## src/rtl/core_seq_fsm.sv

```systemverilog
// Instruction sequencer: fetches a word, decodes R-type ALU ops, and steps
// FETCH -> DECODE -> EXEC -> WB, with sticky illegal/fetch-timeout flags.
module core_seq_fsm #(
    parameter int data_width = 32,
    parameter int addr_width = 5
) (
    input  logic                  clk,
    input  logic                  rst,
    input  logic                  run,
    input  logic                  imem_ack,
    input  logic [data_width-1:0] inst_in,
    output logic                  imem_req,
    output logic [data_width-1:0] ir_out,
    output logic                  pc_en,
    output logic                  regwrite,
    output logic [3:0]            alu_in,
    output logic [2:0]            state,
    output logic                  illegal,
    output logic                  fetch_err,
    output logic [31:0]           instr_count
);

    typedef enum logic [2:0] {
        IDLE   = 3'd0,
        FETCH  = 3'd1,
        DECODE = 3'd2,
        EXEC   = 3'd3,
        WB     = 3'd4,
        HALT   = 3'd5
    } state_t;

    state_t                  state_q, state_d;
    logic [data_width-1:0]   ir_q;
    logic [3:0]              wait_q;
    logic [3:0]              alu_q;
    logic                    legal_q;
    logic                    illegal_q;
    logic                    fetch_err_q;
    logic [31:0]             count_q;

    logic [6:0]              opcode;
    logic [2:0]              func3;
    logic [6:0]              func7;
    logic [addr_width-1:0]   rd;
    logic [3:0]              dec_alu;
    logic                    dec_legal;
    logic                    fetch_timeout;

    assign opcode = ir_q[6:0];
    assign func3  = ir_q[14:12];
    assign func7  = ir_q[31:25];
    assign rd     = ir_q[7 +: addr_width];

    // Only the R-type ALU opcode decodes; anything else retires as a NOP.
    always_comb begin
        dec_alu   = 4'b0000;
        dec_legal = 1'b0;
        if (opcode == 7'b0110011) begin
            if (func7 == 7'h00) begin
                dec_legal = 1'b1;
                case (func3)
                    3'd0:    dec_alu = 4'b0010;
                    3'd7:    dec_alu = 4'b0000;
                    3'd6:    dec_alu = 4'b0001;
                    3'd4:    dec_alu = 4'b0011;
                    3'd1:    dec_alu = 4'b0100;
                    3'd5:    dec_alu = 4'b0101;
                    default: dec_legal = 1'b0;
                endcase
            end else if (func7 == 7'h20 && func3 == 3'd0) begin
                dec_legal = 1'b1;
                dec_alu   = 4'b0110;
            end
        end
    end

    // 15th consecutive FETCH cycle without an ack gives up.
    assign fetch_timeout = (state_q == FETCH) && !imem_ack && (wait_q == 4'd14);

    always_comb begin
        state_d = state_q;
        case (state_q)
            IDLE:    if (run) state_d = FETCH;
            FETCH: begin
                if (imem_ack)           state_d = DECODE;
                else if (fetch_timeout) state_d = HALT;
            end
            DECODE:  state_d = (ir_q == '0) ? HALT : EXEC;
            EXEC:    state_d = WB;
            WB:      state_d = run ? FETCH : IDLE;
            HALT:    state_d = HALT;
            default: state_d = HALT;
        endcase
    end

    always_ff @(posedge clk) begin
        if (rst) begin
            state_q     <= IDLE;
            ir_q        <= '0;
            wait_q      <= 4'd0;
            alu_q       <= 4'd0;
            legal_q     <= 1'b0;
            illegal_q   <= 1'b0;
            fetch_err_q <= 1'b0;
            count_q     <= 32'd0;
        end else begin
            state_q <= state_d;
            if (state_q != FETCH && state_d == FETCH) begin
                wait_q <= 4'd0;
            end else if (state_q == FETCH && !imem_ack) begin
                wait_q <= wait_q + 4'd1;
            end
            if (state_q == FETCH && imem_ack) begin
                ir_q <= inst_in;
            end
            if (fetch_timeout) begin
                fetch_err_q <= 1'b1;
            end
            if (state_q == DECODE && ir_q != '0) begin
                alu_q   <= dec_alu;
                legal_q <= dec_legal;
                if (!dec_legal) illegal_q <= 1'b1;
            end
            if (state_q == WB) begin
                count_q <= count_q + 32'd1;
            end
        end
    end

    // imem_req is a level request held for every FETCH cycle; the word is
    // taken on the first rising edge where imem_req and imem_ack are both 1.
    assign imem_req    = (state_q == FETCH);
    assign ir_out      = ir_q;
    assign pc_en       = (state_q == WB);
    assign regwrite    = (state_q == WB) && legal_q && (rd != '0);
    assign alu_in      = (state_q == EXEC || state_q == WB) ? alu_q : 4'b0000;
    assign state       = state_q;
    assign illegal     = illegal_q;
    assign fetch_err   = fetch_err_q;
    assign instr_count = count_q;

endmodule

```

## config.mk

```make
export PLATFORM = sky130hd
export DESIGN_NAME = core_seq_fsm
export DESIGN_NICKNAME = d
export VERILOG_FILES = /design/src/rtl/core_seq_fsm.sv
export SDC_FILE = /design/constraint.sdc
export NUM_CORES = 1
export LEC_CHECK = 0
export CORE_MARGIN = 1
export CORE_UTILIZATION = 58
export DETAILED_ROUTE_END_ITERATION = 8
export DONT_BUFFER_PORTS = 1
export HOLD_SLACK_MARGIN = 0.1
export PLACE_DENSITY = 0.84
export SYNTH_ARGS = -nofsm -noshare
export SYNTH_HDL_FRONTEND = slang
export SYNTH_SLANG_ARGS = --single-unit
```

## constraint.sdc

```tcl
create_clock -name clk -period 3 [get_ports clk]
set_clock_uncertainty 0.15 [all_clocks]
set_input_delay 0.45 -clock clk [delete_from_list [all_inputs] [get_ports clk]]
set_output_delay 0.45 -clock clk [all_outputs]
set_load 0.1 [all_outputs]
```

== After elaboration in Yosys (flattened, before gate mapping) ==
Cells that the tools add are included.

* Flip-flop bits (word level): 78
* Input port bits: 36
* Output and inout bits: 76

* Add/subtract/negate cells: 2
* Eq/ne operators: 14
* Muxes and demuxes: 15
* Bitwise logic cells: 1
* Reduce and logical (&&, ||, !) cells: 19

{| class="wikitable"
|+ Operator list
! kind !! count
|-
| 32-bit by 1-bit adder with 32-bit output, second input constant || 1
|-
| 32-bit logical NOT || 1
|-
| 32-bit nonzero test || 1
|-
| 3-bit one-hot mux with 5 select lines || 2
|-
| 3-bit equality test, second input constant || 5
|-
| 3-bit two-way mux || 5
|-
| 7-bit by 6-bit equality test with 1-bit output, second input constant || 2
|-
| 4-bit two-way mux || 3
|-
| 3-bit by 1-bit equality test with 1-bit output, second input constant || 3
|-
| 1-bit logical AND || 8
|-
| 7-bit logical NOT || 1
|-
| 3-bit by 2-bit equality test with 1-bit output, second input constant || 2
|-
| 3-bit logical NOT || 2
|-
| 6-bit OR reduction || 1
|-
| 1-bit two-way mux || 5
|-
| 5-bit nonzero test || 1
|-
| 4-bit by 1-bit adder with 4-bit output, second input constant || 1
|-
| 4-bit equality test, second input constant || 1
|-
| 3-bit by 1-bit != test with 1-bit output, second input constant || 1
|-
| 2-bit AND reduction || 1
|-
| 2-bit OR reduction || 1
|-
| 1-bit logical NOT || 1
|-
| 1-bit logical OR || 1
|-
| 1-bit inverter || 1
|}

== Depth between registers and ports, before layout ==
* Depth in word-level cells: 9
* Mapped depth: 8
* Gate-level depth less buffers: 7

== Worst setup path after synthesis ==
Ideal clock, no wire load.

* Kind: register to output
* Start: register state_q[2], in the netlist state[2]
* End: output port regwrite
* Arrival: 3.506 ns
* Data required time: 2.400 ns
* Slack: -1.106 ns
* Stages on the path, launching flop included: 3
* Buffers on the path: 0
* Path through: dfxtp_1 -> nand2_1 -> a211oi_1

* Cells in the longest elaborated chain, start to end: 3

{| class="wikitable"
|+ Ends and longest elaborated chain
! what !! RTL line !! RTL
|-
| from (decl) || 32 || <nowiki>state_t state_q, state_d;</nowiki>
|-
| from (signal assigned) || 107 || <nowiki>state_q <= state_d;</nowiki>
|-
| 3-bit equality test || 135 || <nowiki>assign regwrite = (state_q == WB) && legal_q && (rd != '0);</nowiki>
|-
| 1-bit logical AND (2 in series) || 135 ||
|-
| to (decl) || 15 || <nowiki>output logic regwrite,</nowiki>
|}

No other way between the ends.

== Final worst setup path ==
* Start: register state_q[0], in the netlist state[0]
* End: output port alu_in[0]

* Cells in the longest elaborated chain, start to end: 3
* Elaborated cells between the ends (all ways): 4
* Classes of those cells: eq/ne: 2; mux: 1; reduce/logical: 1

{| class="wikitable"
|+ Ends and longest elaborated chain
! what !! RTL line !! RTL
|-
| 3-bit by 2-bit equality test with 1-bit output or 3-bit equality test (tied branches) || 136 || <nowiki>assign alu_in = (state_q == EXEC || state_q == WB) ? alu_q : 4'b0000;</nowiki>
|-
| 1-bit logical OR * || 136 ||
|-
| 4-bit two-way mux * || 136 ||
|-
| to (decl) || 16 || <nowiki>output logic [3:0] alu_in,</nowiki>
|}

Mark *: on every way between the ends. The rest lies on a longest branch, timed or not.

==> results.py <==
metrics = {
    "status": {
        "status": "finished, final reports clean",
    },
    "cts": {
        "cts_buffers": 9,
        "cts_tree": "yes",
        "cts_resized": 0,
        "clock-sinks": 77,
        "cts-root-buf": "clkbuf_8",
        "clockBufferDepth": 2,
        "cts.clk_slew.worst_paths_ns": 0.08,
        "post-cts-setup-buffers": 0,
        "htree_levels": 3,
        "worstSkewPairLatency_ns": 0.34,
        "cts.hold.buffers_added": 26,
    },
    "route": {
        "vias": 3275,
        "wire_per_inst_um": 16.3,
        "drc": 0,
        "first_pass_iters": 5,
        "vias_per_cell": 5.67,
        "drtIter0Drc": 265,
        "ant_nets": 0,
        "routed_wl_mm": 9.44,
    },
    "synthesis": {
        "synth_cell_types": 44,
        "async_flop_share_pct": 0,
        "ys_seq_area_share_pct": 46.2,
        "synth-edff-count": 0,
        "ys.flop_type": "dfxtp_1",
        "syn_area_um2": 3340,
        "syn_area_per_cell_um2": 8.14,
        "yosys_register_bits": 77,
        "synthCells": 410,
        "syn-num-nets": 449,
        "yosys_warnings": 0,
    },
    "floorplan": {
        "initial_core_util_pct": 60.3,
        "die_area_um2": 6060,
        "dieWidth_um": 77.9,
        "placementRows": 27,
        "die_h_um": 77.9,
        "coreArea_um2": 5540,
        "io_pins": 112,
    },
    "sta": {
        "slew_violations": 0,
        "finalSetupViolations": 0,
        "post-route-period-util_pct": 81.3,
        "finalHoldViolCount": 0,
        "rsz0062_at_grt": "no",
        "fmax_mhz": 410,
        "min_period_ns": 2.44,
        "relSlewSlack_pct": 32.8,
        "tns_ns": 0,
        "max_slew.worst_pin.slew_ns": 1.01,
    },
    "worst_setup_path": {
        "critical_path_class": "register to output port",
        "critical_path_required_ns": 2.40,
        "start_kind": "register",
        "end_kind": "output port",
        "cp_max_fo": 10,
        "cp.arrival_ns": 1.84,
    },
    "placed_design": {
        "hpwl_mm": 6.09,
        "io_buffers": 0,
        "dpl_cell_area_um2": 3960,
        "globalplace.congestion": 0.815,
    },
    "grt": {
        "grt-ovfl-total": 0,
        "grt_pass1_vias": 3276,
        "antenna_found_initial": 0,
        "use_met2_pct": 58.4,
        "grt_util_all_layers_pct": 32.0,
        "grt_pass1_wl_mm": 15.1,
        "grt_max_degree": 72,
        "busiest_layer": "met2",
        "use_met3_pct": 6.35,
        "grt_util_met1_pct": 35.2,
    },
    "cells_and_area": {
        "multi_input_area_um2": 1650,
        "seqCellArea_um2": 1540,
        "n_antenna_cell": 0,
        "final_cell_mix": "nand2_1, dfxtp_1, buf_4",
        "syn_to_final_growth_pct": 32.8,
        "drive_gt1_share_pct": 20.4,
        "nets": 540,
        "fin_area_um2": 4430,
        "final_common_cell": "nand2_1",
        "n_fill_cell": 367,
    },
    "power": {
        "p_leak_uw": 0.00166,
        "ir_drop_uv": 350,
        "p_per_area_nw_per_um2": 514,
    },
    "worst_hold_path": {
        "hp-class": "input port to register",
    },
    "job": {
        "drv_cap": 0,
    },
}
==> through the flow <==
step	instances	setup slack, ns	utilization (%)	hold slack [ns]	total power [µW]
2_1_floorplan	410	-0.163	-	0.277	1410
6_report	578	0.562	80.0	0.107	2280
3_5_place_dp	536	0.668	71.4	0.290	1470
3_3_place_gp	536	0.851	71.4	0.281	1460
5_1_grt	578	0.411	80.0	0.105	2340
4_1_cts	578	0.563	80.0	0.100	2260
==> cell usage after synthesis (2+ instances only) <==
| cell type | number | area share [%] |
|---|---|---|
| ha_1 | 3 | 1.1 |
| a211oi_1 | 3 | 0.67 |
| nand4b_1 | 2 | 0.52 |
| clkbuf_1 | 15 | 1.7 |
| nand4_1 | 8 | 1.5 |
| dfxtp_1 | 77 | 46 |
| or3_1 | 5 | 0.94 |
| a221oi_1 | 3 | 0.79 |
| nor3_1 | 17 | 2.5 |
| nand3_1 | 12 | 1.8 |
| xor2_1 | 5 | 1.3 |
| buf_6 | 3 | 1.0 |
| xnor2_1 | 25 | 6.6 |
| nor4_1 | 12 | 2.2 |
| and2_1 | 5 | 0.94 |
| inv_1 | 14 | 1.6 |
| nor4_2 | 3 | 1.1 |
| nor2_1 | 42 | 4.7 |
| o21ai_0 | 9 | 1.3 |
| and3_1 | 3 | 0.56 |
| nand2_1 | 84 | 9.4 |
| a21oi_1 | 38 | 5.7 |
==> kinds of logic (layout without fill, tap and decap cells) <==
logic type               after synthesis  in the layout  synth area share [%]
AO/OA/AOI/OAI                         59             59                  10.1
flip-flops                            77             77                  46.2
other                                  1              1                 0.112
XOR/XNOR                              30             30                  7.87
AND/OR/NAND/NOR                      205            205                  29.6
adder cells (fa/ha/maj)                3              3                  1.12
buffers and inverters                 35            131                  5.06
==> report_power, final <==
part           total (µW)  internal (µW)  switching [µW]
Combinational         425            105             319
Clock                 772            392             380
Sequential           1080           1050            29.7
Total                2280           1550             729
==> routing by layer <==
layer / vias up / routed length, µm
li1: 1568 / -
met1: 1570 / 3680
met3: 23 / 527
met4: 0 / 249
met5: - / 0
met2: 114 / 4980
==> registers in the layout, summed over array words and instances, names as in the netlist <==
| name | cells |
|---|---|
| ir_out | 32 |
| instr_count | 32 |
| state | 3 |
| legal_q | 1 |
| fetch_err | 1 |
| wait_q | 4 |
| illegal | 1 |
| alu_q | 3 |
==> final cells by class <==
class / instances / share of cell area [%]
clock buffer: 14 / 4.12
tap: 72 / 2.03
multi-input combinational: 298 / 37.2
inverter: 14 / 1.19
sequential: 77 / 34.8
clock inverter: 2 / 0.339
timing repair buffer: 101 / 20.4
==> final timing paths <==
| path | start | to | slack, ns | cells past startpoint |
|---|---|---|---|---|
| worst max-delay path | state[0] | alu_in[0] | 0.56 | 4 |
| worst min-delay path | inst_in[7] | ir_out[7] | 0.11 | 2 |
| worst max register to register | instr_count[11] | instr_count[28] | 0.61 | 5 |
| worst min register to register | alu_q[0] | alu_q[0] | 0.31 | 2 |
==> critical path, cell delays in order, from the launching register on <==
cell and delay, ns:
dfxtp_1 0.51, nand2b_1 0.23, o21ai_0 0.35, and2_1 0.23, buf_12 0.18
Power figures use the tool's default switching activity.
